--- src/rtl/cr16_pkg.sv ---
// Shared encodings for the CR16-subset core: FSM states, opcodes, ALU ops,
// PC select, condition codes and flag bit positions.
package cr16_pkg;

  localparam int unsigned CR16_DATA_W = 16;
  localparam int unsigned CR16_NREGS  = 16;

  typedef enum logic [2:0] {
    S_FETCH,
    S_DECODE,
    S_EXEC,
    S_WB,
    S_LDWB
  } state_t;

  // Major opcodes, ir[15:12]; I-type opcodes reuse the R-type ext values
  localparam logic [3:0] OP_RTYPE = 4'b0000;
  localparam logic [3:0] OP_ANDI  = 4'b0001;
  localparam logic [3:0] OP_ORI   = 4'b0010;
  localparam logic [3:0] OP_XORI  = 4'b0011;
  localparam logic [3:0] OP_MEM   = 4'b0100;
  localparam logic [3:0] OP_ADDI  = 4'b0101;
  localparam logic [3:0] OP_SHIFT = 4'b1000;
  localparam logic [3:0] OP_SUBI  = 4'b1001;
  localparam logic [3:0] OP_CMPI  = 4'b1011;
  localparam logic [3:0] OP_BCOND = 4'b1100;
  localparam logic [3:0] OP_MOVI  = 4'b1101;
  localparam logic [3:0] OP_LUI   = 4'b1111;

  localparam logic [3:0] EXT_AND   = 4'b0001;
  localparam logic [3:0] EXT_OR    = 4'b0010;
  localparam logic [3:0] EXT_XOR   = 4'b0011;
  localparam logic [3:0] EXT_ADD   = 4'b0101;
  localparam logic [3:0] EXT_SUB   = 4'b1001;
  localparam logic [3:0] EXT_CMP   = 4'b1011;
  localparam logic [3:0] EXT_MOV   = 4'b1101;
  localparam logic [3:0] EXT_LOAD  = 4'b0000;
  localparam logic [3:0] EXT_STOR  = 4'b0100;
  localparam logic [3:0] EXT_JCOND = 4'b1100;
  localparam logic [3:0] EXT_LSH   = 4'b0100;

  typedef enum logic [3:0] {
    ALU_NOP = 4'd0,
    ALU_AND = 4'd1,
    ALU_OR  = 4'd2,
    ALU_XOR = 4'd3,
    ALU_ADD = 4'd4,
    ALU_SUB = 4'd5,
    ALU_CMP = 4'd6,
    ALU_MOV = 4'd7,
    ALU_LUI = 4'd8,
    ALU_LSH = 4'd9
  } alu_op_t;

  localparam logic [1:0] PC_INC  = 2'b00;
  localparam logic [1:0] PC_DISP = 2'b01;
  localparam logic [1:0] PC_REG  = 2'b10;

  localparam logic [3:0] COND_EQ = 4'b0000;
  localparam logic [3:0] COND_NE = 4'b0001;
  localparam logic [3:0] COND_CS = 4'b0010;
  localparam logic [3:0] COND_CC = 4'b0011;
  localparam logic [3:0] COND_HI = 4'b0100;
  localparam logic [3:0] COND_LS = 4'b0101;
  localparam logic [3:0] COND_GT = 4'b0110;
  localparam logic [3:0] COND_LE = 4'b0111;
  localparam logic [3:0] COND_FS = 4'b1000;
  localparam logic [3:0] COND_FC = 4'b1001;
  localparam logic [3:0] COND_LO = 4'b1010;
  localparam logic [3:0] COND_HS = 4'b1011;
  localparam logic [3:0] COND_LT = 4'b1100;
  localparam logic [3:0] COND_GE = 4'b1101;
  localparam logic [3:0] COND_UC = 4'b1110;
  localparam logic [3:0] COND_NV = 4'b1111;

  localparam int unsigned FLAG_C = 0;
  localparam int unsigned FLAG_L = 1;
  localparam int unsigned FLAG_F = 2;
  localparam int unsigned FLAG_Z = 3;
  localparam int unsigned FLAG_N = 4;

  typedef enum logic [2:0] {
    CL_ALU,
    CL_LOAD,
    CL_STOR,
    CL_BCOND,
    CL_JCOND,
    CL_ILL
  } iclass_t;

  typedef struct packed {
    iclass_t cls;
    alu_op_t op;
    logic    b_sel;
    logic    flag_en;
    logic    no_wb;
  } dec_t;

endpackage

--- src/rtl/cond_eval.sv ---
// Branch/jump condition evaluator: cond code plus flag register to taken.
module cond_eval
  import cr16_pkg::*;
(
  input  logic [3:0] cond,
  input  logic [4:0] flags,
  output logic       taken_c
);

  logic c, l, f, z, n;

  assign c = flags[FLAG_C];
  assign l = flags[FLAG_L];
  assign f = flags[FLAG_F];
  assign z = flags[FLAG_Z];
  assign n = flags[FLAG_N];

  always_comb begin
    taken_c = 1'b0;
    case (cond)
      COND_EQ: taken_c = z;
      COND_NE: taken_c = !z;
      COND_CS: taken_c = c;
      COND_CC: taken_c = !c;
      COND_HI: taken_c = l;
      COND_LS: taken_c = !l;
      COND_GT: taken_c = n;
      COND_LE: taken_c = !n;
      COND_FS: taken_c = f;
      COND_FC: taken_c = !f;
      COND_LO: taken_c = !l && !z;
      COND_HS: taken_c = l || z;
      COND_LT: taken_c = !n && !z;
      COND_GE: taken_c = n || z;
      COND_UC: taken_c = 1'b1;
      default: taken_c = 1'b0;
    endcase
  end

endmodule

--- src/rtl/cpu_control_fsm.sv ---
// Multi-cycle fetch/decode/exec/writeback controller for the CR16-subset CPU.
// Controls are Moore decodes of state and ir, so reset silences them at once.
module cpu_control_fsm
  import cr16_pkg::*;
#(
  parameter int unsigned DATA_W = CR16_DATA_W,
  parameter int unsigned NREGS  = CR16_NREGS
) (
  input  logic              clk,
  input  logic              rst,
  input  logic [DATA_W-1:0] mem_rdata,
  input  logic [4:0]        flags,
  output logic [DATA_W-1:0] ir,
  output logic              addr_sel,
  output logic              mem_we,
  output logic              pc_en,
  output logic [1:0]        pc_sel,
  output logic [3:0]        rdest,
  output logic [3:0]        rsrc,
  output logic [3:0]        alu_op,
  output logic              alu_b_sel,
  output logic [DATA_W-1:0] imm,
  output logic              flag_en,
  output logic              wb_sel,
  output logic [NREGS-1:0]  reg_en,
  output logic              illegal
);

  state_t            state, state_d;
  dec_t              dec;
  logic [DATA_W-1:0] dec_imm;
  logic [3:0]        opcode, ext;
  logic              taken;

  assign opcode = ir[15:12];
  assign ext    = ir[7:4];
  assign rdest  = ir[11:8];
  assign rsrc   = ir[3:0];

  cond_eval u_cond (
    .cond    (ir[11:8]),
    .flags   (flags),
    .taken_c (taken)
  );

  // State and instruction register
  always_ff @(posedge clk or posedge rst) begin
    if (rst) begin
      state <= S_FETCH;
      ir    <= '0;
    end else begin
      state <= state_d;
      if (state == S_DECODE) ir <= mem_rdata;
    end
  end

  // Instruction decode: class, ALU op, operand select and immediate
  always_comb begin
    dec         = '{cls: CL_ILL, op: ALU_NOP, b_sel: 1'b0, flag_en: 1'b0, no_wb: 1'b0};
    dec_imm     = '0;
    case (opcode)
      OP_RTYPE: begin
        dec.cls = CL_ALU;
        case (ext)
          EXT_AND: dec.op = ALU_AND;
          EXT_OR:  dec.op = ALU_OR;
          EXT_XOR: dec.op = ALU_XOR;
          EXT_ADD: begin dec.op = ALU_ADD; dec.flag_en = 1'b1; end
          EXT_SUB: begin dec.op = ALU_SUB; dec.flag_en = 1'b1; end
          EXT_CMP: begin dec.op = ALU_CMP; dec.flag_en = 1'b1; dec.no_wb = 1'b1; end
          EXT_MOV: dec.op = ALU_MOV;
          default: dec.cls = CL_ILL;
        endcase
      end
      OP_ANDI: begin dec.cls = CL_ALU; dec.op = ALU_AND; dec.b_sel = 1'b1; dec_imm = DATA_W'(ir[7:0]); end
      OP_ORI:  begin dec.cls = CL_ALU; dec.op = ALU_OR;  dec.b_sel = 1'b1; dec_imm = DATA_W'(ir[7:0]); end
      OP_XORI: begin dec.cls = CL_ALU; dec.op = ALU_XOR; dec.b_sel = 1'b1; dec_imm = DATA_W'(ir[7:0]); end
      OP_MOVI: begin dec.cls = CL_ALU; dec.op = ALU_MOV; dec.b_sel = 1'b1; dec_imm = DATA_W'(ir[7:0]); end
      OP_ADDI: begin
        dec.cls = CL_ALU; dec.op = ALU_ADD; dec.b_sel = 1'b1; dec.flag_en = 1'b1;
        dec_imm = DATA_W'($signed(ir[7:0]));
      end
      OP_SUBI: begin
        dec.cls = CL_ALU; dec.op = ALU_SUB; dec.b_sel = 1'b1; dec.flag_en = 1'b1;
        dec_imm = DATA_W'($signed(ir[7:0]));
      end
      OP_CMPI: begin
        dec.cls = CL_ALU; dec.op = ALU_CMP; dec.b_sel = 1'b1; dec.flag_en = 1'b1;
        dec.no_wb = 1'b1;
        dec_imm = DATA_W'($signed(ir[7:0]));
      end
      OP_LUI: begin
        dec.cls = CL_ALU; dec.op = ALU_LUI; dec.b_sel = 1'b1;
        dec_imm = DATA_W'({ir[7:0], 8'h00});
      end
      OP_SHIFT: begin
        if (ext == EXT_LSH) begin
          dec.cls = CL_ALU; dec.op = ALU_LSH;
        end else if (ir[7:5] == 3'b000) begin
          dec.cls = CL_ALU; dec.op = ALU_LSH; dec.b_sel = 1'b1;
          dec_imm = DATA_W'($signed(ir[4:0]));
        end
      end
      OP_MEM: begin
        case (ext)
          EXT_LOAD:  dec.cls = CL_LOAD;
          EXT_STOR:  dec.cls = CL_STOR;
          EXT_JCOND: dec.cls = CL_JCOND;
          default:   dec.cls = CL_ILL;
        endcase
      end
      OP_BCOND: dec.cls = CL_BCOND;
      default:  dec.cls = CL_ILL;
    endcase
  end

  // Next state and Moore control outputs
  always_comb begin
    state_d   = state;
    addr_sel  = 1'b0;
    mem_we    = 1'b0;
    pc_en     = 1'b0;
    pc_sel    = PC_INC;
    alu_op    = ALU_NOP;
    alu_b_sel = 1'b0;
    imm       = '0;
    flag_en   = 1'b0;
    wb_sel    = 1'b0;
    reg_en    = '0;
    illegal   = 1'b0;
    case (state)
      S_FETCH:  state_d = S_DECODE;
      S_DECODE: state_d = S_EXEC;
      S_EXEC: begin
        state_d = S_FETCH;
        case (dec.cls)
          CL_ALU: begin
            alu_op    = dec.op;
            alu_b_sel = dec.b_sel;
            imm       = dec_imm;
            flag_en   = dec.flag_en;
            state_d   = S_WB;
          end
          CL_STOR: begin
            addr_sel = 1'b1;
            mem_we   = 1'b1;
            pc_en    = 1'b1;
          end
          CL_LOAD: begin
            addr_sel = 1'b1;
            state_d  = S_LDWB;
          end
          CL_BCOND: begin
            pc_en  = 1'b1;
            pc_sel = taken ? PC_DISP : PC_INC;
          end
          CL_JCOND: begin
            pc_en  = 1'b1;
            pc_sel = taken ? PC_REG : PC_INC;
          end
          default: begin
            illegal = 1'b1;
            pc_en   = 1'b1;
          end
        endcase
      end
      S_WB: begin
        // ALU operands stay presented so the result is still valid at the write
        alu_op    = dec.op;
        alu_b_sel = dec.b_sel;
        imm       = dec_imm;
        reg_en    = dec.no_wb ? '0 : (NREGS'(1) << rdest);
        pc_en     = 1'b1;
        state_d   = S_FETCH;
      end
      S_LDWB: begin
        reg_en  = NREGS'(1) << rdest;
        wb_sel  = 1'b1;
        pc_en   = 1'b1;
        state_d = S_FETCH;
      end
      default: state_d = S_FETCH;
    endcase
  end

endmodule

--- config.mk ---
export PLATFORM = sky130hd
export DESIGN_NAME = cpu_control_fsm
export DESIGN_NICKNAME = d
export VERILOG_FILES = /design/src/rtl/cr16_pkg.sv /design/src/rtl/cond_eval.sv /design/src/rtl/cpu_control_fsm.sv
export SDC_FILE = /design/constraint.sdc
export NUM_CORES = 1
export LEC_CHECK = 0
export CORE_ASPECT_RATIO = 1.1
export CORE_UTILIZATION = 37
export DETAILED_ROUTE_END_ITERATION = 8
export PLACE_DENSITY = 0.79
export REMOVE_ABC_BUFFERS = 1
export SYNTH_ARGS = -nofsm -noshare
export SYNTH_HDL_FRONTEND = slang
export SYNTH_SLANG_ARGS = --single-unit
--- constraint.sdc ---
create_clock -name clk -period 2.3 [get_ports clk]
set_input_delay 0.46 -clock clk [delete_from_list [all_inputs] [get_ports clk]]
set_output_delay 0.46 -clock clk [all_outputs]
set_load 0.005 [all_outputs]
==> impl_metrics.tcl, run 1 <==
set metrics [dict create \
    status "finished, violations left" \
    violations "negative setup slack" \
    yosysMostFrequentCell "nor2_1" \
    crit_buf_inv 2 \
    dp_hpwl_um 5010 \
    clockPowerShare 0.040 \
    num_rows 26 \
    track_usage 0.357 \
    path_cells "or4b_4, or4_4, a41o_4, buf_12, nand3b_4, nor2_1, buf_2" \
    cts_root_buf "clkbuf_8" \
    maxCapViolations 0 \
    finalHoldViolCount 0 \
    cts_tree "yes" \
    die_area_mm2 0.00518 \
    synth_common_cells "nor2_1, nand2_1, a21oi_1" \
    die_x_um 68.7 \
    period_share 1.23 \
    ant_nets 0 \
    criticalPathCategory "reg -> out" \
    p_seq_frac 0.112 \
    globalRouteMet2Util 0.578 \
    cp_top_family "simple AND/OR/NAND/NOR gates" \
    final-max-slew-violation-count 0 \
    min_path_type "reg -> reg" \
    layout.nets 442 \
    layout-drive-gt1-share 0.565 \
    ys_seq_area_frac 0.263 \
    setup_slack_ns -0.523 \
    grt_setup_unrepaired "yes" \
    synth_area_leaders "dfrtp_1, mux2_2, a21oi_1" \
    ys_ff_latch 19 \
    avgRoutedWirePerCell_um 22.5 \
    core_mm2 0.00468 \
    use_met1 0.440 \
    cts.sinks 19 \
    async_reset_ff_frac 1.00 \
    pwr-share-comb 0.847 \
    cts_buffers 3 \
    drt-initial-drc-count 364 \
    clockBufferDepth 2 \
    use_met3 0.0614 \
    startpoint_type "flop" \
    drc 0 \
    antenna_cells 0 \
    setup_viol 40 \
    yosysTopAreaCellShare 0.263 \
    start_util 0.386 \
    crit_path_max_fanout 4 \
    grt_most_used_layer "met2" \
    wirelength_um 10700 \
    cts_max_level 1 \
    synthesis.area_mm2 0.00181 \
    grt_pass1_vias 2687 \
    yosysUniqueCellTypes 48 \
    power_leakage_nw 1.75 \
    power.net_switching_mw 3.02 \
    syn_to_final_growth_pct 113 \
    arrival_ns 2.36 \
    slowest_delay_ns 0.58 \
    endpoint_kind "output port" \
    grt_pass1_wl_um 13500 \
    avgSynthCellArea_um2 7.39 \
    netlist_instances 245 \
    synth_largest_area_cell "dfrtp_1" \
    synth_flop_cell "dfrtp_1" \
    timing.final.crit_period_ns 2.82 \
    tightest_slew_ns 0.796 \
    crit_required_ns 1.84 \
    final_util 0.822 \
    dr.pass1.iters 5 \
    p_per_area_mw_per_mm2 1700 \
    grt_start_max_net_pins 21 \
    viasPerCell 6.36 \
    ios 92 \
    p_int_mw 3.52 \
    antenna_found_initial 0 \
    switching_share 0.462 \
    synth-edff-count 0 \
    slew_headroom 0.468 \
    fmax_mhz 354 \
    clk_pin_slew_worst_paths_ns 0.07 \
    grt-ovfl-total 0 \
    vias 3017 \
    clkLatencyLatePin_ns 0.28 \
    ir_worst_vdd_uv 1170 \
    total_power_mw 6.54 \
    slowest_stage "or4b_4" \
    gp_congestion 0.890 \
    die_y_um 75.4 \
    finalClockSkew_ns 0.0243 \
    yosysWarnings 0 \
    port_buffers 91 \
]
## repair_timing
action	in CTS	in global routing
buffers inserted	36	11
gates resized for setup	222	76
hold buffers	0	0
pin swaps	32	22
setup endpoints to repair	44	45
## through the flow
step	hold slack (ns)	setup TNS [ns]	instance area, um^2	worst slack [ns]	std cells
2_1_floorplan	0.411	-2.44	1690	-0.168	220
3_3_place_gp	0.556	-13.71	3120	-0.606	428
3_5_place_dp	0.564	-14.94	3120	-0.814	428
6_report	0.604	-14.62	3850	-0.523	474
5_1_grt	0.635	-16.61	3850	-0.573	474
4_1_cts	0.583	-10.70	3560	-0.436	468
## state kept, by name, indices dropped and copies added, names as in the netlist
register and cells:
ir 16, state 3
## cell usage in the layout, fill, tap and decap left out, types with 3 or more instances in the layout
| cell | count |
|---|---|
| buf_4 | 73 |
| o21ai_1 | 4 |
| nor2_2 | 6 |
| nor3b_1 | 3 |
| nor2_1 | 21 |
| clkdlybuf4s50_1 | 46 |
| nand2_1 | 24 |
| a21oi_2 | 15 |
| a21oi_1 | 8 |
| nand2_4 | 3 |
| nor2b_1 | 4 |
| inv_1 | 6 |
| buf_12 | 4 |
| nor3_2 | 5 |
| dfrtp_2 | 3 |
| and2_4 | 3 |
| nor2_4 | 3 |
| nor3_1 | 5 |
| dfrtp_1 | 16 |
| mux2_2 | 12 |
| clkbuf_8 | 3 |
| nand2b_1 | 5 |
| buf_2 | 38 |
| buf_6 | 30 |
| o21ai_0 | 5 |
| and3b_1 | 5 |
## routing by layer
layer,routed length (um),vias up
met4,617,0
met1,3910,1472
met2,5050,255
met5,0,-
li1,-,1212
met3,1100,78
## power by group through the flow
stage | clock (mW) | combinational [mW] | sequential, mW
detailed placement | 0 | 3.41 | 0.668
global placement | 0 | 3.34 | 0.661
global route | 0.275 | 5.77 | 0.745
finish | 0.263 | 5.54 | 0.735
CTS | 0.240 | 4.50 | 0.676
floorplan | 0 | 1.19 | 0.927
## layout make-up
cell class	count	area, um^2
timing repair buffer	194	1650
multi-input combinational	194	1590
fill	250	832
sequential	19	479
tap	56	70.1
clock buffer	4	45.0
inverter	7	26.3
## final timing paths
check	depth (start not counted)	startpoint	to	slack (ns)
worst max-delay path	7	ir[13]$_DFFE_PP0P_	reg_en[5]	-0.52
worst min-delay path	1	ir[2]$_DFFE_PP0P_	ir[2]$_DFFE_PP0P_	0.60
worst max register to register	14	ir[6]$_DFFE_PP0P_	state[0]$_DFF_PP0_	0.06
worst min register to register	1	ir[2]$_DFFE_PP0P_	ir[2]$_DFFE_PP0P_	0.60
max in group asynchronous	2	rst	ir[6]$_DFFE_PP0P_	1.10
min in group asynchronous	2	rst	ir[11]$_DFFE_PP0P_	0.62
## cells by family (layout without fill, tap and decap cells)
family                 count (synthesis)  after routing  share of synthesized area
XOR/XNOR                               1              1                    0.00484
AND/OR/NAND/NOR                      118            118                      0.350
AO/OA/AOI/OAI                         61             61                      0.214
flip-flops                            19             19                      0.263
buffers and inverters                 32            205                     0.0836
multiplexers                          14             14                     0.0857
Power figures use the tool's default switching activity.
==> run 2: changes to the inputs <==
--- a/config.mk
+++ b/config.mk
@@ -10,6 +10,7 @@
 export DETAILED_ROUTE_END_ITERATION = 8
 export PLACE_DENSITY = 0.79
 export REMOVE_ABC_BUFFERS = 1
+export SKIP_LAST_GASP = 1
 export SYNTH_ARGS = -nofsm -noshare
 export SYNTH_HDL_FRONTEND = slang
 export SYNTH_SLANG_ARGS = --single-unit
==> run 2 against run 1 <==
Effect of this change: register-to-register slack got worse by 0.55 ns; the run still ends with negative setup slack left; cell count up 3.0%; first-iteration DRC count up 52%; clock power grew 2%; combinational power is 4.0% higher; critical path depth unchanged; via count increased by 6.4%; global-route usage grew 1.7 points; highest routed layer unchanged.
==> impl_metrics.tcl, run 2 (synthesized netlist as in run 1, its figures left out) <==
set metrics [dict create \
    crit_path_max_fanout 4 \
    core_mm2 0.00468 \
    path_cells "or4b_4, or4_4, a41o_4, buf_12, nand3b_4, nor2_1, buf_2" \
    min_path_type "reg -> reg" \
    finalHoldViolCount 0 \
    setup_viol 44 \
    start_util 0.386 \
    power.net_switching_mw 3.12 \
    wirelength_um 11900 \
    cts_root_buf "clkbuf_8" \
    fmax_mhz 350 \
    track_usage 0.375 \
    die_x_um 68.7 \
    syn_to_final_growth_pct 116 \
    pwr-share-comb 0.850 \
    maxCapViolations 0 \
    violations "negative setup slack" \
    arrival_ns 2.40 \
    slowest_delay_ns 0.59 \
    biggestRegsByFlops "ir (16), state (3)" \
    cts_buffers 3 \
    port_buffers 91 \
    holdPathStages 1 \
    grt_pass1_vias 2727 \
    fillers 242 \
    vias 3210 \
    layout-drive-gt1-share 0.566 \
    final_area_mm2 0.00391 \
    layout.nets 455 \
    setup_slack_ns -0.561 \
    final-max-slew-violation-count 0 \
    period_share 1.24 \
    p_seq_frac 0.110 \
    mostFrequentLayoutCell "buf_4" \
    largest_reg_flops 16 \
    die_area_mm2 0.00518 \
    die_y_um 75.4 \
    placed_area_mm2 0.00312 \
    grt_setup_unrepaired "yes" \
    startpoint_type "flop" \
    finalClockSkew_ns 0.0139 \
    multi_input_area_mm2 0.00151 \
    final_cell_mix "buf_4, clkdlybuf4s50_1, buf_2" \
    switching_share 0.460 \
    cts_tree "yes" \
    cts.sinks 19 \
    num_rows 26 \
    ir_worst_vdd_uv 973 \
    grt_start_max_net_pins 21 \
    status "finished, violations left" \
    clk_pin_slew_worst_paths_ns 0.07 \
    ctsHoldBuffers 0 \
    r2r-end "state[0]$_DFF_PP0_" \
    slowest_stage "or4b_4" \
    viasPerCell 6.58 \
    endpoint_kind "output port" \
    gp_congestion 0.890 \
    antenna_found_initial 1 \
    pre_cts_ws_ns -0.814 \
    cts_max_level 1 \
    reg2reg_slack_ns -0.49 \
    dr.pass1.iters 5 \
    grt-ovfl-total 0 \
    criticalPathCategory "reg -> out" \
    timing.rr.start "ir[14]$_DFFE_PP0P_" \
    final-seq-area_um2 479 \
    dp_hpwl_um 5010 \
    ios 92 \
    slew_headroom 0.464 \
    drt-initial-drc-count 554 \
    drc 0 \
    clkLatencyLatePin_ns 0.29 \
    crit_required_ns 1.84 \
    p_per_area_mw_per_mm2 1730 \
    clockBufferDepth 2 \
    largest_register "ir" \
    worst_r2r_path_depth 18 \
    p_int_mw 3.65 \
    ant_nets 0 \
    hold_end "ir[1]$_DFFE_PP0P_" \
    clockPowerShare 0.040 \
    hp-start "ir[1]$_DFFE_PP0P_" \
    timing.final.crit_period_ns 2.86 \
    grt_pass1_wl_um 14000 \
    tightest_slew_ns 0.804 \
    power_leakage_nw 1.81 \
    avgRoutedWirePerCell_um 24.4 \
]
-- run 2: cell type report --
type / instances / share of cell area
Timing Repair Buffer: 207 / 0.453
Multi-Input combinational cell: 194 / 0.387
Sequential cell: 19 / 0.123
Tap cell: 56 / 0.0179
Clock buffer: 4 / 0.0115
Inverter: 7 / 0.00768
Antenna cell: 1 / 0.000640
-- run 2: how the worst max path moves through the flow --
stage / depth (start not counted) / start / endpoint
final: 7 / ir[13]$_DFFE_PP0P_ / reg_en[5]
after global routing: 18 / ir[14]$_DFFE_PP0P_ / state[0]$_DFF_PP0_
after CTS: 7 / ir[12]$_DFFE_PP0P_ / reg_en[2]
after detailed placement: 7 / flags[0] / pc_sel[1]
after global placement: 7 / flags[0] / pc_sel[1]
after floorplan: 5 / ir[13]$_DFFE_PP0P_ / reg_en[5]
-- run 2: worst max-delay path, delay by kind of cell, from the launching register on --
kind / cells / cell delay (ns)
AND/OR/NAND/NOR: 4 / 1.18
flip-flops: 1 / 0.42
buffers and inverters: 2 / 0.27
AO/OA/AOI/OAI: 1 / 0.25
-- run 2: timing repair --
item                                    in CTS  in global routing
setup buffers                               36                 18
endpoints found under the setup margin      44                 45
pin swaps                                   31                 17
gates cloned                                 0                  1
gates resized for setup                    205                 80
-- run 2: power by group through the flow --
stage               registers [mW]  clock network (mW)  logic, mW
finish                       0.746               0.268       5.76
floorplan                    0.927                   0       1.19
detailed placement           0.668                   0       3.41
global placement             0.661                   0       3.34
CTS                          0.676               0.240       4.47
global route                 0.751               0.282       5.98
-- run 2: per-stage QoR --
stage	setup TNS [ns]	util	std cells	total power [mW]	hold slack, ns
2_1_floorplan	-2.44	-	220	2.12	0.411
3_3_place_gp	-13.71	0.667	428	4.00	0.556
3_5_place_dp	-14.94	0.667	428	4.08	0.564
4_1_cts	-11.40	0.758	468	5.39	0.583
5_1_grt	-19.92	0.834	488	7.01	0.615
6_report	-17.31	0.834	488	6.77	0.612
-- run 2: layer usage --
| metal | global-route usage | wire, um | part of all wire |
|---|---|---|---|
| met5 | 0 | 0 | 0 |
| met4 | 0.261 | 958 | 0.081 |
| met3 | 0.0599 | 1230 | 0.10 |
| met2 | 0.595 | 5560 | 0.47 |
| met1 | 0.462 | 4150 | 0.35 |
